**config.mk**
```make
export PLATFORM = sky130hd
export DESIGN_NAME = quad_encoder_array
export DESIGN_NICKNAME = d
export VERILOG_FILES = /design/src/rtl/enc_pkg.sv /design/src/rtl/quad_decoder_channel.sv /design/src/rtl/quad_encoder_array.sv
export SDC_FILE = /design/constraint.sdc
export NUM_CORES = 1
export LEC_CHECK = 0
export ABC_CLOCK_PERIOD_IN_PS = 6700
export CORE_MARGIN = 2
export CORE_UTILIZATION = 45
export DETAILED_ROUTE_END_ITERATION = 8
export HOLD_SLACK_MARGIN = 0.12
export PLACE_DENSITY = 0.68
export SLEW_MARGIN = 20
export SYNTH_ARGS = -nofsm -noshare
export SYNTH_HDL_FRONTEND = slang
export SYNTH_SLANG_ARGS = --single-unit
```
**constraint.sdc**
```tcl
create_clock -name CLK -period 6.7 [get_ports CLK]
set_clock_uncertainty 0.05 [all_clocks]
set_input_delay 1.675 -clock CLK [delete_from_list [all_inputs] [get_ports CLK]]
set_output_delay 1.675 -clock CLK [all_outputs]
set_load 0.02 [all_outputs]
```
**src/rtl/enc_pkg.sv**
```systemverilog
// Shared types and helpers for the quadrature encoder interface.
package enc_pkg;

  localparam logic DIR_FWD = 1'b1;
  localparam logic DIR_REV = 1'b0;

  // Filtered encoder state packed as {A,B}.
  typedef logic [1:0] quad_state_t;

  typedef struct packed {
    logic inc;
    logic dec;
    logic illegal;
  } quad_dec_t;

  // Position of a state along the forward cycle 00->10->11->01.
  function automatic logic [1:0] quad_phase(input quad_state_t s);
    return {s[0], s[1] ^ s[0]};
  endfunction

  // Classify a prev->next transition by its phase distance modulo 4.
  function automatic quad_dec_t quad_decode(input quad_state_t prev,
                                            input quad_state_t next);
    logic [1:0] delta;
    quad_dec_t  r;
    delta     = quad_phase(next) - quad_phase(prev);
    r.inc     = (delta == 2'd1);
    r.dec     = (delta == 2'd3);
    r.illegal = (delta == 2'd2);
    return r;
  endfunction

endpackage

```
**src/rtl/quad_decoder_channel.sv**
```systemverilog
// One encoder channel: synchroniser, glitch filter, x4 decoder, counter, error flag.
module quad_decoder_channel
  import enc_pkg::*;
#(
  parameter int COUNT_W     = 32,
  parameter int SYNC_STAGES = 2,
  parameter int FILTER_LEN  = 3
) (
  input  logic               clk,
  input  logic               rst_n,
  input  logic               enc_a,
  input  logic               enc_b,
  input  logic               clear,
  input  logic               err_clr,
  output logic [COUNT_W-1:0] count,
  output logic               step,
  output logic               dir,
  output logic               err
);

  localparam int             MIS_W    = $clog2(FILTER_LEN + 1);
  localparam logic [MIS_W-1:0] MIS_LAST = MIS_W'(FILTER_LEN - 1);

  quad_state_t      sync_q [SYNC_STAGES];
  quad_state_t      sync_out;
  quad_state_t      filt_q;
  quad_state_t      prev_q;
  logic [MIS_W-1:0] mis_q;
  logic             upd_q;
  logic             init_q;
  quad_dec_t        dec;

  assign sync_out = sync_q[SYNC_STAGES-1];
  assign dec      = quad_decode(prev_q, filt_q);

  // Metastability synchroniser for the raw {A,B} pair.
  // NOTE: the synchroniser stages are reset as well, so the filter compares
  // against a known 00 right after reset instead of X.
  always_ff @(posedge clk or negedge rst_n) begin
    if (!rst_n) begin
      for (int i = 0; i < SYNC_STAGES; i++) sync_q[i] <= '0;
    end else begin
      sync_q[0] <= {enc_a, enc_b};
      for (int i = 1; i < SYNC_STAGES; i++) sync_q[i] <= sync_q[i-1];
    end
  end

  // Accept a new {A,B} only after FILTER_LEN consecutive differing samples.
  always_ff @(posedge clk or negedge rst_n) begin
    if (!rst_n) begin
      filt_q <= '0;
      prev_q <= '0;
      mis_q  <= '0;
      upd_q  <= 1'b0;
    end else begin
      upd_q <= 1'b0;
      if (sync_out == filt_q) begin
        mis_q <= '0;
      end else if (mis_q == MIS_LAST) begin
        // NOTE: non-blocking assignment means prev_q captures the old filt_q
        // here, which is exactly the "from" state the decoder needs.
        prev_q <= filt_q;
        filt_q <= sync_out;
        mis_q  <= '0;
        upd_q  <= 1'b1;
      end else begin
        mis_q <= mis_q + MIS_W'(1);
      end
    end
  end

  // Decode each filtered update into count/step/dir/err; first update only arms.
  always_ff @(posedge clk or negedge rst_n) begin
    if (!rst_n) begin
      init_q <= 1'b1;
      count  <= '0;
      step   <= 1'b0;
      dir    <= DIR_REV;
      err    <= 1'b0;
    end else begin
      step <= 1'b0;
      if (err_clr) err <= 1'b0;
      if (upd_q) begin
        if (init_q) begin
          init_q <= 1'b0;
        end else if (dec.inc) begin
          count <= count + COUNT_W'(1);
          dir   <= DIR_FWD;
          step  <= 1'b1;
        end else if (dec.dec) begin
          count <= count - COUNT_W'(1);
          dir   <= DIR_REV;
          step  <= 1'b1;
        end else if (dec.illegal) begin
          err <= 1'b1;
        end
      end
      if (clear) count <= '0;
    end
  end

endmodule

```
**src/rtl/quad_encoder_array.sv**
```systemverilog
// N-channel quadrature encoder interface with a coherent snapshot register.
module quad_encoder_array
  import enc_pkg::*;
#(
  parameter int CHANNELS    = 2,
  parameter int COUNT_W     = 32,
  parameter int SYNC_STAGES = 2,
  parameter int FILTER_LEN  = 3
) (
  input  logic                        CLK,
  input  logic                        resetn,
  input  logic [CHANNELS-1:0]         ENC_A,
  input  logic [CHANNELS-1:0]         ENC_B,
  input  logic [CHANNELS-1:0]         clear,
  input  logic                        snapshot,
  input  logic                        err_clr,
  output logic [CHANNELS*COUNT_W-1:0] count_flat,
  output logic [CHANNELS*COUNT_W-1:0] snap_flat,
  output logic                        snap_valid,
  output logic [CHANNELS-1:0]         step,
  output logic [CHANNELS-1:0]         dir,
  output logic [CHANNELS-1:0]         err
);

  for (genvar i = 0; i < CHANNELS; i++) begin : g_ch
    quad_decoder_channel #(
      .COUNT_W     (COUNT_W),
      .SYNC_STAGES (SYNC_STAGES),
      .FILTER_LEN  (FILTER_LEN)
    ) u_ch (
      .clk     (CLK),
      .rst_n   (resetn),
      .enc_a   (ENC_A[i]),
      .enc_b   (ENC_B[i]),
      .clear   (clear[i]),
      .err_clr (err_clr),
      .count   (count_flat[i*COUNT_W +: COUNT_W]),
      .step    (step[i]),
      .dir     (dir[i]),
      .err     (err[i])
    );
  end

  // Latch every channel's pre-update count on the same edge; flag it next cycle.
  always_ff @(posedge CLK or negedge resetn) begin
    if (!resetn) begin
      snap_flat  <= '0;
      snap_valid <= 1'b0;
    end else begin
      snap_valid <= snapshot;
      if (snapshot) snap_flat <= count_flat;
    end
  end

endmodule
```
==> run summary <==
• number of unique standard cell types used by synthesis: 75
• fmax: 0.224 GHz
• Critical Path End: g_ch[1].u_ch.count[31]
• count of hold-fix buffers inserted at cts: 0
• Hold Path Origin: g_ch[1].u_ch.sync_q[3]
• post-synthesis to final-layout area growth: 22.3%
• total core area: 21,000 um^2
• Hold/Removal Path Class: reg2reg
• Post-CTS Resized: 0
• Async SR Flop Fraction: 100%
• Worst R2R Start: g_ch[1].u_ch.filt_q[0]
• most used routing layer: met2
• worst slew slack as a fraction of its limit: 29.5%
• total gr overflow: 0
• Final ANT Viol Nets: 0
• Placed Instances: 1,342
• die area: 22,600 um^2
• largest net degree at the start of global routing: 113
• total global-route track usage: 19.3%
• Worst setup SP type: flip-flop
• Total Routed Length: 21.4 mm
• die width: 150 um
• number of vias after detailed routing: 7,502
• Warnings, synthesis: 0
• setup bufs post-CTS: 0
• Post-Syn Instances: 969
• fraction of the cycle the final worst path needs: 66.5%
• fraction of the core area covered by cells at the end of the flow: 56.0%
• number of filler cells placed in the layout: 1,813
• final period demand of the worst path: 4.46 ns
• final count of negative-setup-slack endpoints: 0
• detailed placer's ending HPWL: 14.8 mm
• master cell of the clock root buffer: clkbuf_16
• count of state elements after synthesis: 159
• mean post-synth cell area: 9.93 um^2
• met1 demand-to-capacity share in global routing: 25.7%
• Buffers on Ports: 144
• initial core utilization: 45.8%
• clock latency reported for the late side of the worst-skew pair: 0.43 ns
• final estimated routing congestion in global placement: 0.857
• buffer levels on the longest clock path: 2
• portion of the post-synthesis area used by sequential elements: 41.4%
• number of cells on the worst reg-to-reg path: 14
• Max Transition Viols Final: 0
• Mapped Nets: 1,057
• ratio of routed vias to standard cells: 5.46
• Critical Path End Type: flip-flop
• count of routing violations after the opening detailed-route iteration: 261
• result of the run: completed
• largest fanout on the critical path: 39
• number of core rows: 53
• launching element of the worst setup path: g_ch[1].u_ch.filt_q[0]
• Layout Cells excl Fill: 1,374
• detailed-router iteration count before antenna repair: 5
• final hold violation count: 0
• endpoint of the worst-slack reg-to-reg timing path: g_ch[1].u_ch.count[31]
• setup_tns: 0 ns
• WL per Instance: 15.6 um
• category of the critical setup timing path: reg2reg
• number of H-tree levels: 4
• data arrival time of the worst path: 4.75 ns
• MaxCap Viol Count: 0
• number of antenna violations at the first check in global routing: 0
• summed instance area of the synthesized netlist: 9620 um^2
• number of flops mapped to enable cells by yosys: 0
• Chip Height: 150 um
• clock tree from TritonCTS: built
• data required time of the worst path: 7.00 ns
• number of nets in the layout: 1,174
• # diodes: 0
• Inserted Clock Buffers: 17
• unrepaired setup endpoints after global routing: no
• total clock sinks: 159
• clock edge transition at the registers on the reported setup and hold paths: 0.06 ns
• global-route wire length before repair: 35.4 mm
• proportion of layout cells with a drive suffix above 1: 11.9%
• vias in the first global route: 7,163
• met2 usage: 32.4%
• number of top-level design ports: 145
• GR met3 Demand/Resource: 3.94%
• worst-case register-to-register setup slack: 2.24 ns
• most frequently used flop master after synthesis: dfrtp_1
• Worst-Margin Slew: 1.05 ns
• drc violations: 0
[how the worst min path moves through the flow]
stage	endpoint	slack [ns]	depth (start not counted)
6_report	g_ch[1].u_ch.sync_out[1]	0.30	0
5_1_grt	g_ch[0].u_ch.sync_out[1]	0.31	0
4_1_cts	g_ch[1].u_ch.sync_out[0]	0.30	0
3_5_place_dp	g_ch[0].u_ch.sync_out[0]	0.29	0
3_3_place_gp	g_ch[0].u_ch.sync_out[1]	0.28	0
2_1_floorplan	g_ch[0].u_ch.sync_out[0]	0.28	0
[registers in the layout (all words and copies together) (netlist names)]
register / cells
g_ch.u_ch.count: 64
snap_flat: 64
g_ch.u_ch.filt_q: 4
g_ch.u_ch.mis_q: 4
g_ch.u_ch.prev_q: 4
g_ch.u_ch.sync_out: 4
g_ch.u_ch.sync_q: 4
g_ch.u_ch.dir: 2
g_ch.u_ch.err: 2
g_ch.u_ch.init_q: 2
g_ch.u_ch.step: 2
g_ch.u_ch.upd_q: 2
snap_valid: 1
[critical path: stages (launching register included)]
cell,delay (ns)
dfrtp_1,0.44
xnor2_1,0.16
ha_1,0.21
xnor2_1,0.23
or2_2,0.74
ha_1,0.42
and3_1,0.21
a221oi_2,0.34
nor4_1,0.12
o21ai_1,0.33
nand4b_1,0.21
a311oi_2,0.31
xor2_1,0.12
or3_1,0.34
a21oi_1,0.14
[cells in the final DEF (no fill, tap or decap), types with 17 or more instances in the layout]
| master | synthesis | routed |
|---|---|---|
| o21ai_0 | 31 | 31 |
| nand3_1 | 22 | 22 |
| clkdlybuf4s50_1 | 0 | 142 |
| xnor2_1 | 37 | 37 |
| a21o_1 | 38 | 38 |
| xor2_1 | 25 | 25 |
| dfrtp_1 | 157 | 157 |
| nor2_1 | 34 | 34 |
| a21oi_1 | 105 | 105 |
| ha_1 | 76 | 76 |
| mux2_2 | 70 | 70 |
| clkbuf_16 | 0 | 17 |
| nand2_1 | 131 | 131 |
[per-stage QoR]
step / instance area, um^2 / worst slack (ns) / hold WS, ns
CTS: 11800 / 2.29 / 0.299
floorplan: 9620 / 2.80 / 0.281
finish: 11800 / 2.24 / 0.297
global placement: 11200 / 2.43 / 0.283
global route: 11800 / 1.92 / 0.305
detailed placement: 11200 / 2.33 / 0.286
[layer usage]
metal  wire [um]  vias to the layer above
li1            -                     3699
met1       10100                     3626
met2       10200                      154
met3         824                       23
met4         301                        0
met5           0                        -
[cells by family after synthesis]
family / Yosys count / share of synthesized area, %
AND/OR/NAND/NOR: 277 / 13.9
flip-flops: 159 / 41.4
buffers and inverters: 68 / 3.00
multiplexers: 74 / 8.66
AO/OA/AOI/OAI: 251 / 17.1
XOR/XNOR: 62 / 5.65
adder cells (fa/ha/maj): 78 / 10.3
[cell usage after synthesis (2+ instances only)]
cell type / n / share of area (%)
dfrtp_1: 157 / 41
nand2_1: 131 / 5.1
a21oi_1: 105 / 5.5
ha_1: 76 / 9.9
mux2_2: 70 / 8.2
clkbuf_1: 41 / 1.6
a21o_1: 38 / 3.0
xnor2_1: 37 / 3.4
nor2_1: 34 / 1.3
o21ai_0: 31 / 1.6
xor2_1: 25 / 2.3
nand3_1: 22 / 1.1
inv_1: 15 / 0.59
nor3_1: 15 / 0.78
nand3b_1: 11 / 0.86
and3_1: 10 / 0.65
nor2b_1: 9 / 0.59
o21bai_1: 9 / 0.70
a31oi_1: 8 / 0.52
o21ai_1: 8 / 0.42
a211oi_1: 7 / 0.55
nor3b_1: 7 / 0.55
buf_4: 6 / 0.47
o211ai_1: 6 / 0.47
nand2b_1: 5 / 0.33
nand4_1: 5 / 0.33
or3_1: 5 / 0.33
and2_1: 4 / 0.26
o21a_1: 4 / 0.31
a211o_1: 3 / 0.27
buf_2: 3 / 0.16
mux2i_1: 3 / 0.31
nand4b_1: 3 / 0.27
o31ai_1: 3 / 0.23
or2_2: 3 / 0.20
a21boi_1: 2 / 0.16
a221oi_2: 2 / 0.31
and4_1: 2 / 0.18
clkinv_1: 2 / 0.078
dfstp_2: 2 / 0.55
fa_1: 2 / 0.42
nor3_2: 2 / 0.21
nor4_1: 2 / 0.13
o211ai_2: 2 / 0.26
or3b_2: 2 / 0.18
[area by class of cell]
cell class | count | area [um^2] | share of cell area [%]
multi-input cells | 742 | 5350 | 45.4
well taps | 275 | 344 | 2.92
clock buffers | 23 | 468 | 3.98
clock inverters | 9 | 85.1 | 0.723
repair buffers | 149 | 1480 | 12.6
flip-flops and latches | 159 | 3980 | 33.8
inverters | 17 | 63.8 | 0.542
Power is left out: the tool's default activity adds up to more than one toggle a clock period on the data nets, which glitch-free logic cannot reach.
